==> config.mk <==
export PLATFORM = sky130hd
export DESIGN_NAME = vga_mem_arbiter
export DESIGN_NICKNAME = d
export VERILOG_FILES = /design/src/rtl/vga_mem_arbiter.sv
export SDC_FILE = /design/constraint.sdc
export NUM_CORES = 1
export LEC_CHECK = 0
export CAP_MARGIN = 20
export CORE_MARGIN = 2
export CORE_UTILIZATION = 36
export DETAILED_ROUTE_END_ITERATION = 8
export GPL_ROUTABILITY_DRIVEN = 0
export PLACE_DENSITY_LB_ADDON = 0.25
export RECOVER_POWER = 50
export SYNTH_ARGS = -nofsm -noshare
export SYNTH_HDL_FRONTEND = slang
export SYNTH_SLANG_ARGS = --single-unit
==> constraint.sdc <==
create_clock -name clk -period 1.95 [get_ports clk]
set_clock_uncertainty 0.15 [all_clocks]
set_input_delay 0.39 -clock clk [delete_from_list [all_inputs] [get_ports clk]]
set_output_delay 0.39 -clock clk [all_outputs]
set_load 0.01 [all_outputs]
==> src/rtl/vga_mem_arbiter.sv <==
// vga_mem_arbiter: shares one sync-read memory port between display fetch and CPU.
// Optional stall counter output enabled by `define VGA_MEM_ARB_STATS_EN.
module vga_mem_arbiter #(
   parameter int ADDR_W       = 16,
   parameter int DATA_W       = 16,
   parameter int RD_LAT       = 1,
   parameter int CPU_MAX_WAIT = 4
) (
   input  logic              clk,
   input  logic              reset,
   input  logic              bright,
   input  logic              disp_req,
   input  logic [ADDR_W-1:0] disp_addr,
   output logic              disp_gnt,
   output logic [DATA_W-1:0] disp_rdata,
   output logic              disp_valid,
   input  logic              cpu_req,
   input  logic              cpu_we,
   input  logic [ADDR_W-1:0] cpu_addr,
   input  logic [DATA_W-1:0] cpu_wdata,
   output logic              cpu_gnt,
   output logic [DATA_W-1:0] cpu_rdata,
   output logic              cpu_valid,
   output logic [ADDR_W-1:0] mem_addr,
   output logic [DATA_W-1:0] mem_wdata,
   output logic              mem_we,
   input  logic [DATA_W-1:0] mem_rdata
`ifdef VGA_MEM_ARB_STATS_EN
   ,
   output logic [15:0]       disp_stall_cnt
`endif
);

   localparam logic [3:0] LP_MAX_WAIT = 4'(CPU_MAX_WAIT);

   logic              w_cpu_gnt;
   logic              w_disp_gnt;
   logic              w_rd_gnt;
   logic [3:0]        r_wait;
   logic [ADDR_W-1:0] r_addr;
   logic [RD_LAT-1:0] r_tag_v;
   logic [RD_LAT-1:0] r_tag_o;

   // Grants are forced low while reset is held so nothing reaches memory.
   always_comb begin
      w_cpu_gnt  = reset & cpu_req &
                   (~disp_req | ~bright | (r_wait == LP_MAX_WAIT));
      w_disp_gnt = reset & disp_req & ~w_cpu_gnt;
      w_rd_gnt   = w_disp_gnt | (w_cpu_gnt & ~cpu_we);
   end

   assign cpu_gnt   = w_cpu_gnt;
   assign disp_gnt  = w_disp_gnt;
   assign mem_we    = w_cpu_gnt & cpu_we;
   assign mem_wdata = cpu_wdata;

   always_comb begin
      mem_addr = r_addr;
      if (w_cpu_gnt)
         mem_addr = cpu_addr;
      else if (w_disp_gnt)
         mem_addr = disp_addr;
   end

   always_ff @(posedge clk or negedge reset) begin
      if (!reset)
         r_addr <= '0;
      else if (w_cpu_gnt | w_disp_gnt)
         r_addr <= mem_addr;
   end

   always_ff @(posedge clk or negedge reset) begin
      if (!reset)
         r_wait <= '0;
      else if (w_cpu_gnt | ~cpu_req | ~bright)
         r_wait <= '0;
      else if (r_wait < LP_MAX_WAIT)
         r_wait <= r_wait + 4'd1;
   end

   // Tag pipeline tracks {valid, owner}; owner 1 = CPU, 0 = display.
   always_ff @(posedge clk or negedge reset) begin
      if (!reset) begin
         r_tag_v <= '0;
         r_tag_o <= '0;
      end else begin
         r_tag_v[0] <= w_rd_gnt;
         r_tag_o[0] <= w_cpu_gnt;
         for (int i = 1; i < RD_LAT; i++) begin
            r_tag_v[i] <= r_tag_v[i-1];
            r_tag_o[i] <= r_tag_o[i-1];
         end
      end
   end

   always_ff @(posedge clk or negedge reset) begin
      if (!reset) begin
         disp_valid <= 1'b0;
         cpu_valid  <= 1'b0;
         disp_rdata <= '0;
         cpu_rdata  <= '0;
      end else begin
         disp_valid <= r_tag_v[RD_LAT-1] & ~r_tag_o[RD_LAT-1];
         cpu_valid  <= r_tag_v[RD_LAT-1] &  r_tag_o[RD_LAT-1];
         if (r_tag_v[RD_LAT-1] & ~r_tag_o[RD_LAT-1])
            disp_rdata <= mem_rdata;
         if (r_tag_v[RD_LAT-1] & r_tag_o[RD_LAT-1])
            cpu_rdata <= mem_rdata;
      end
   end

`ifdef VGA_MEM_ARB_STATS_EN
   logic        r_bright_q;
   logic [15:0] r_stall;

   always_ff @(posedge clk or negedge reset) begin
      if (!reset) begin
         r_bright_q <= 1'b0;
         r_stall    <= '0;
      end else begin
         r_bright_q <= bright;
         if (bright & ~r_bright_q)
            r_stall <= '0;
         else if (disp_req & ~w_disp_gnt & (r_stall != 16'hFFFF))
            r_stall <= r_stall + 16'd1;
      end
   end

   assign disp_stall_cnt = r_stall;
`endif

endmodule

==> results of run 1 <==
-- where the power goes --
group          internal (W)  switching (W)
Clock              0.000387       0.000376
Combinational      0.000837       0.000419
Sequential          0.00138      0.0000877
Total               0.00260       0.000883
-- Yosys cell counts (all sizes together) --
cell,number,area share
nand3b,1,0.0027
xnor2,1,0.0031
mux2i,2,0.0072
nor3,4,0.0072
ha,2,0.0090
nand2b,1,0.0022
a21oi,1,0.0018
buf,24,0.078
and2,1,0.0022
a31o,1,0.0031
nand2,4,0.0063
nor2,2,0.0027
dfrtp,56,0.50
mux2,80,0.36
inv,6,0.0081
-- cell type report --
cell class,count,area [µm²]
Sequential cell,56,1400
Clock inverter,3,47.5
Tap cell,102,128
Multi-Input combinational cell,100,1190
Timing Repair Buffer,134,1360
Inverter,6,35.0
Fill cell,674,3370
Clock buffer,5,68.8
-- stage by stage --
| step | power, W | area [µm²] | std cells | setup WS [ns] | TNS (ns) |
|---|---|---|---|---|---|
| after floorplan | 0.00208 | 2790 | 186 | 0.00610 | 0 |
| after global placement | 0.00269 | 3930 | 390 | -0.785 | -15.78 |
| after detailed placement | 0.00271 | 3930 | 390 | -0.796 | -16.24 |
| after CTS | 0.00354 | 4180 | 405 | -0.522 | -11.22 |
| after global routing | 0.00368 | 4230 | 406 | -0.586 | -13.08 |
| final | 0.00349 | 4230 | 406 | -0.471 | -9.75 |
-- cell families (layout without fill, tap and decap cells) --
family,count (synthesis),after routing,synth area share
AO/OA/AOI/OAI,2,2,0.00494
buffers and inverters,30,148,0.0862
AND/OR/NAND/NOR,13,13,0.0233
adder cells (fa/ha/maj),2,2,0.00898
XOR/XNOR,1,1,0.00314
multiplexers,82,82,0.371
flip-flops,56,56,0.503
-- worst register-to-register path, delay by kind of cell (launching register included) --
| family | cells | cell delay (ns) |
|---|---|---|
| adder cells (fa/ha/maj) | 1 | 0.16 |
| flip-flops | 1 | 0.39 |
| AO/OA/AOI/OAI | 1 | 0.29 |
| buffers and inverters | 5 | 0.61 |
| AND/OR/NAND/NOR | 1 | 0.10 |
| multiplexers | 1 | 0.28 |
-- registers in the layout (all words and copies together) (netlist names) --
signal	flops
cpu_rdata	16
disp_rdata	16
r_addr	16
r_wait	4
cpu_valid	1
disp_valid	1
r_tag_o	1
r_tag_v	1
-- per-layer routing --
metal | global-route usage | vias to the layer above
li1 | - | 865
met1 | 0.168 | 895
met2 | 0.230 | 83
met3 | 0.0542 | 4
met4 | 0.0299 | 0
met5 | 0 | -
-- repair_timing --
item,4_1_cts,5_1_grt
hold endpoints to repair,3,0
cloned,2,0
resized for setup,103,14
setup buffers,4,3
pin swaps,3,1
endpoints found under the setup margin,19,36
hold buffers,1,0
-- placed cells by master (no fill, tap or decap), drive strengths merged --
| cell | n |
|---|---|
| a21oi | 1 |
| a31o | 1 |
| and2 | 1 |
| buf | 44 |
| bufinv | 1 |
| clkbuf | 8 |
| clkdlybuf4s50 | 86 |
| clkinv | 3 |
| dfrtp | 56 |
| dlygate4sd3 | 1 |
| ha | 2 |
| inv | 5 |
| mux2 | 80 |
| mux2i | 2 |
| nand2 | 4 |
| nand2b | 1 |
| nand3b | 1 |
| nor2 | 2 |
| nor3 | 4 |
| xnor2 | 1 |
-- worst min path at each step --
| stage | startpoint | endpoint | slack (ns) | cells after the start |
|---|---|---|---|---|
| 3_5_place_dp | reset | r_addr[13] | 0.21 | 2 |
| 6_report | disp_rdata[5] | disp_rdata[5] | 0.36 | 1 |
| 2_1_floorplan | reset | cpu_rdata[0] | -0.06 | 0 |
| 5_1_grt | disp_rdata[0] | disp_rdata[0] | 0.38 | 1 |
| 4_1_cts | reset | disp_rdata[10] | 0.15 | 2 |
| 3_3_place_gp | reset | r_addr[13] | 0.21 | 2 |
==> reports/metrics.cfg, run 1 <==
[outcome]
outcome=complete, but fails checks
failed_checks=setup timing

[clocking]
cts_num_sinks=56
insertion_delay_ns=0.30
cts_buffers=5
cts.htree.levels=2
clk_path_buf_depth=2
path_clk_slew_ns=0.10
clk_root_buffer_cell=sky130_fd_sc_hd__clkbuf_8
cts_tree=built

[route]
average_via_count_per_standard_cell=4.55
drt-wirelength-per-cell_um=14.0
route.met2.wl_mm=2.59
dr.first_iter.drc_count=36
drt_pass1_iterations=2
route.detailed.drc=0
dr_total_vias=1847
drt-total-wl_mm=5.70
wl_met1_mm=2.58
highest_routed_metal_layer=met4
final_antenna_net_count=0
met3_wl_um=497

[floorplan]
pin_count=139
dieArea_um2=8460
row_count=32
fp.coreArea_um2=7610
die_y_um=92.0
floorplan.die.width_um=92.0
starting_density_of_the_core=0.366

[synth]
synthesized_nets=258
synth.ff_latch_count=56
postSynthCellCount=186
synth_area_um2=2790
ys_seq_area_frac=0.503
netlist-cell-type-count=20
avgSynthCellArea_um2=15.0
synth-warning-count=0

[layout]
drive_gt1_frac=0.470
areaGrowthSynthToFinish_pct=51.8
antennaDiodeCount=0
final_net_count=375
utilization=0.556

[global_route]
grt.overflow.total=0
antenna_found_initial=0
grt_util_all_layers=0.138
grt_pass1_wl_mm=9.33
grt_start_max_net_pins=54
vias_in_the_first_global_route=1983

[sta]
hold_viol_final=0
relSlewSlack=0.134
period_needed_ns=2.42
setup_viol_count_final=29
timing.final.ws_setup_ns=-0.471
max_freq_mhz=413
timing_worst_slew_pin_value_ns=1.30
hold_slack_final_ns=0.362
finalCritPeriodShare=1.24
drv_slew=0
rsz_0062_raised_after_global_routing=true

[worst_hold_path]
min-delay-path-class=reg -> reg

[critical_path]
crit_chain=inv_1 -> ha_2 -> nand3b_1 -> a31o_4 -> buf_8 -> mux2_4 -> buf_6
worstSetupStartpoint=r_wait[1]
cpPeakStageDelay_ns=0.39
critical_path.endpoint=mem_addr[10]
regToRegSetupSlack_ns=-0.14
worstSetupStartpointType=flip-flop
critPathMaxFanout=8
worstReg2RegEnd=r_addr[3]
timing.critical_path.depth=7
critical_path_buf_inv_count=3
worst-r2r-cell-count=9
worst-endpoint-arrival_ns=1.88
worst_setup_path_end_kind=primary output
setup.worst_path.class=reg -> out
cp_data_required_time_ns=1.41
cpLargestDelayFamily=flip-flops
rr_startpoint=r_wait[1]
critical_path.slowest_cell=sky130_fd_sc_hd__dfrtp_1

[place]
hpwl_mm=3.92
place.port_buffers=106

[power]
leakage_nw=1.92
vdd.ir_drop.worst_mv=0.298
power.density_cell_area_nw_per_um2=824

[run]
max-cap-violations=0

(Power assumes the default switching activity.)
==> run 2: changes to the inputs <==
Settings changed: GPL_ROUTABILITY_DRIVEN 0 to unset.
==> results of run 2 <==
Final layout, timing and power as in run 1 (identical DEF).
==> run 3: changes to the inputs <==
Settings changed: PLACE_DENSITY set to 0.84, PLACE_DENSITY_LB_ADDON 0.25 to unset.
==> run 3 against run 2 <==
Against the previous run:
- the run still ends with setup timing left
- critical endpoint is now mem_addr[7]
- sequential power about the same
- flip-flop and latch count stayed put
- cell count rose by 1.5%
- highest routed layer unchanged
- worst hold slack improved by 0.00064 ns
- power increased by 0.54%
==> reports/metrics.cfg, run 3 (synthesis results as in run 1) <==
[power]
total_switching_power_w=0.000901
switching_share_of_power=0.257
cellInternalPower_w=0.00260
power.density_cell_area_nw_per_um2=834
leakage_nw=1.93
p_seq_frac=0.421
share_clk_of_total_power=0.221
vdd.ir_drop.worst_mv=0.394
comb_power_share=0.358

[clocking]
clk_root_buffer_cell=sky130_fd_sc_hd__clkbuf_8
cts.htree.levels=2
cts_buffers=5
insertion_delay_ns=0.31
cts-hold-fix-buffers=0
cts_num_sinks=56
clk_path_buf_depth=2
cts_tree=built
path_clk_slew_ns=0.09

[sta]
timing_worst_slew_pin_value_ns=1.37
setup_viol_count_final=29
relSlewSlack=0.0895
finalCritPeriodShare=1.24
period_needed_ns=2.42
hold_viol_final=0
rsz_0062_raised_after_global_routing=true
drv_slew=0
max_freq_mhz=413
timing.final.ws_setup_ns=-0.469

[global_route]
antenna_found_initial=0
grt_start_max_net_pins=57
vias_in_the_first_global_route=2041
grt_pass1_wl_mm=9.91
grt_util_all_layers=0.147
grt.overflow.total=0

[place]
routabilityCongestion=0.689
place.port_buffers=106
hpwl_mm=4.17
place_worst_setup_slack_ns=-0.801
dpl.cell_count=395

[outcome]
outcome=complete, but fails checks
failed_checks=setup timing

[route]
average_via_count_per_standard_cell=4.54
dr.first_iter.drc_count=25
drt-wirelength-per-cell_um=14.8
dr_total_vias=1870
route.detailed.drc=0
drt-total-wl_mm=6.09
final_antenna_net_count=0
drt_pass1_iterations=3

[critical_path]
worst-endpoint-arrival_ns=1.88
worstSetupStartpoint=disp_req
cp_data_required_time_ns=1.41
regToRegSetupSlack_ns=-0.03
worst_setup_path_end_kind=primary output
critPathMaxFanout=17
rr_startpoint=r_wait[0]
worst-r2r-cell-count=8
worstSetupStartpointType=primary input
setup.worst_path.class=in -> out
worstReg2RegEnd=r_addr[2]

[floorplan]
floorplan.die.width_um=92.0
row_count=32
starting_density_of_the_core=0.366
fp.coreArea_um2=7610
pin_count=139
die_y_um=92.0
dieArea_um2=8460

[layout]
multi_input_comb_area_um2=1160
leading_cell_type_in_the_layout_fill_and_taps_excluded=sky130_fd_sc_hd__clkdlybuf4s50_1
fill_cells=657
antennaDiodeCount=0
final_net_count=381
areaGrowthSynthToFinish_pct=50.8
drive_gt1_frac=0.468
finish.cell_count_without_fillers=412
layout_common_cells=86 x sky130_fd_sc_hd__clkdlybuf4s50_1, 56 x sky130_fd_sc_hd__dfrtp_1, 50 x sky130_fd_sc_hd__mux2_2
seqCellArea_um2=1400
reg_top3=cpu_rdata: 16 flops, disp_rdata: 16 flops, r_addr: 16 flops

[worst_hold_path]
holdPathStages=1
worstHoldStart=disp_rdata[9]
min-delay-path-class=reg -> reg
worst_hold_path.endpoint=disp_rdata[9]

[run]
max-cap-violations=0

run 3: changes by cell type in the layout (fill, tap and decap cells not counted), moves of 2 or more:
cell / previous run / this run
sky130_fd_sc_hd__buf_4: 17 / 25
sky130_fd_sc_hd__nor3_2: 3 / 0
sky130_fd_sc_hd__buf_12: 4 / 2
sky130_fd_sc_hd__nor3_1: 0 / 4
run 3: metal layers:
metal / wire (µm) / global-route usage / vias to the layer above
li1: - / - / 869
met1: 2530 / 0.176 / 905
met2: 3020 / 0.257 / 89
met3: 488 / 0.0501 / 7
met4: 53 / 0.0323 / 0
met5: 0 / 0 / -
run 3: critical path: stages:
cell,delay [ns]
sky130_fd_sc_hd__clkdlybuf4s50_1,0.46
sky130_fd_sc_hd__nand2_2,0.11
sky130_fd_sc_hd__buf_12,0.16
sky130_fd_sc_hd__mux2_2,0.36
sky130_fd_sc_hd__mux2_4,0.27
sky130_fd_sc_hd__buf_6,0.12
run 3: through the flow:
step           hold slack [ns]  total power, W  utilization  cell area (µm²)  setup TNS [ns]
5_1_grt                  0.376         0.00370        0.553             4200          -12.07
3_3_place_gp             0.338         0.00268        0.521             3970          -15.90
4_1_cts                  0.133         0.00355        0.553             4210          -10.88
6_report                 0.363         0.00351        0.553             4200           -8.77
3_5_place_dp             0.343         0.00272        0.521             3970          -16.62
2_1_floorplan          -0.0556         0.00208            -             2790               0
run 3: cell type report:
type,count,share of cell area
repair buffers,140,0.327
clock buffers,5,0.0164
clock inverters,3,0.0113
flip-flops and latches,56,0.333
well taps,102,0.0304
multi-input cells,100,0.275
inverters,6,0.00595
run 3: repair_timing:
action	in CTS	in global routing
gates resized for setup	101	3
setup endpoints to repair	19	35
setup buffers	6	2
pin swaps	2	1
cloned	2	0
run 3: worst max path at each step:
stage	end	cells after the start
after floorplan	mem_addr[10]	7
final	mem_addr[7]	6
after CTS	mem_addr[14]	8
after global placement	mem_addr[1]	5
after detailed placement	mem_addr[5]	6
after global routing	mem_addr[9]	7
run 3: power groups by stage:
stage	registers (W)	clock network, W	logic, W
after CTS	0.00148	0.000803	0.00127
after detailed placement	0.00150	0	0.00122
after global routing	0.00150	0.000850	0.00134
after global placement	0.00149	0	0.00119
final	0.00148	0.000776	0.00125
after floorplan	0.00156	0	0.000513
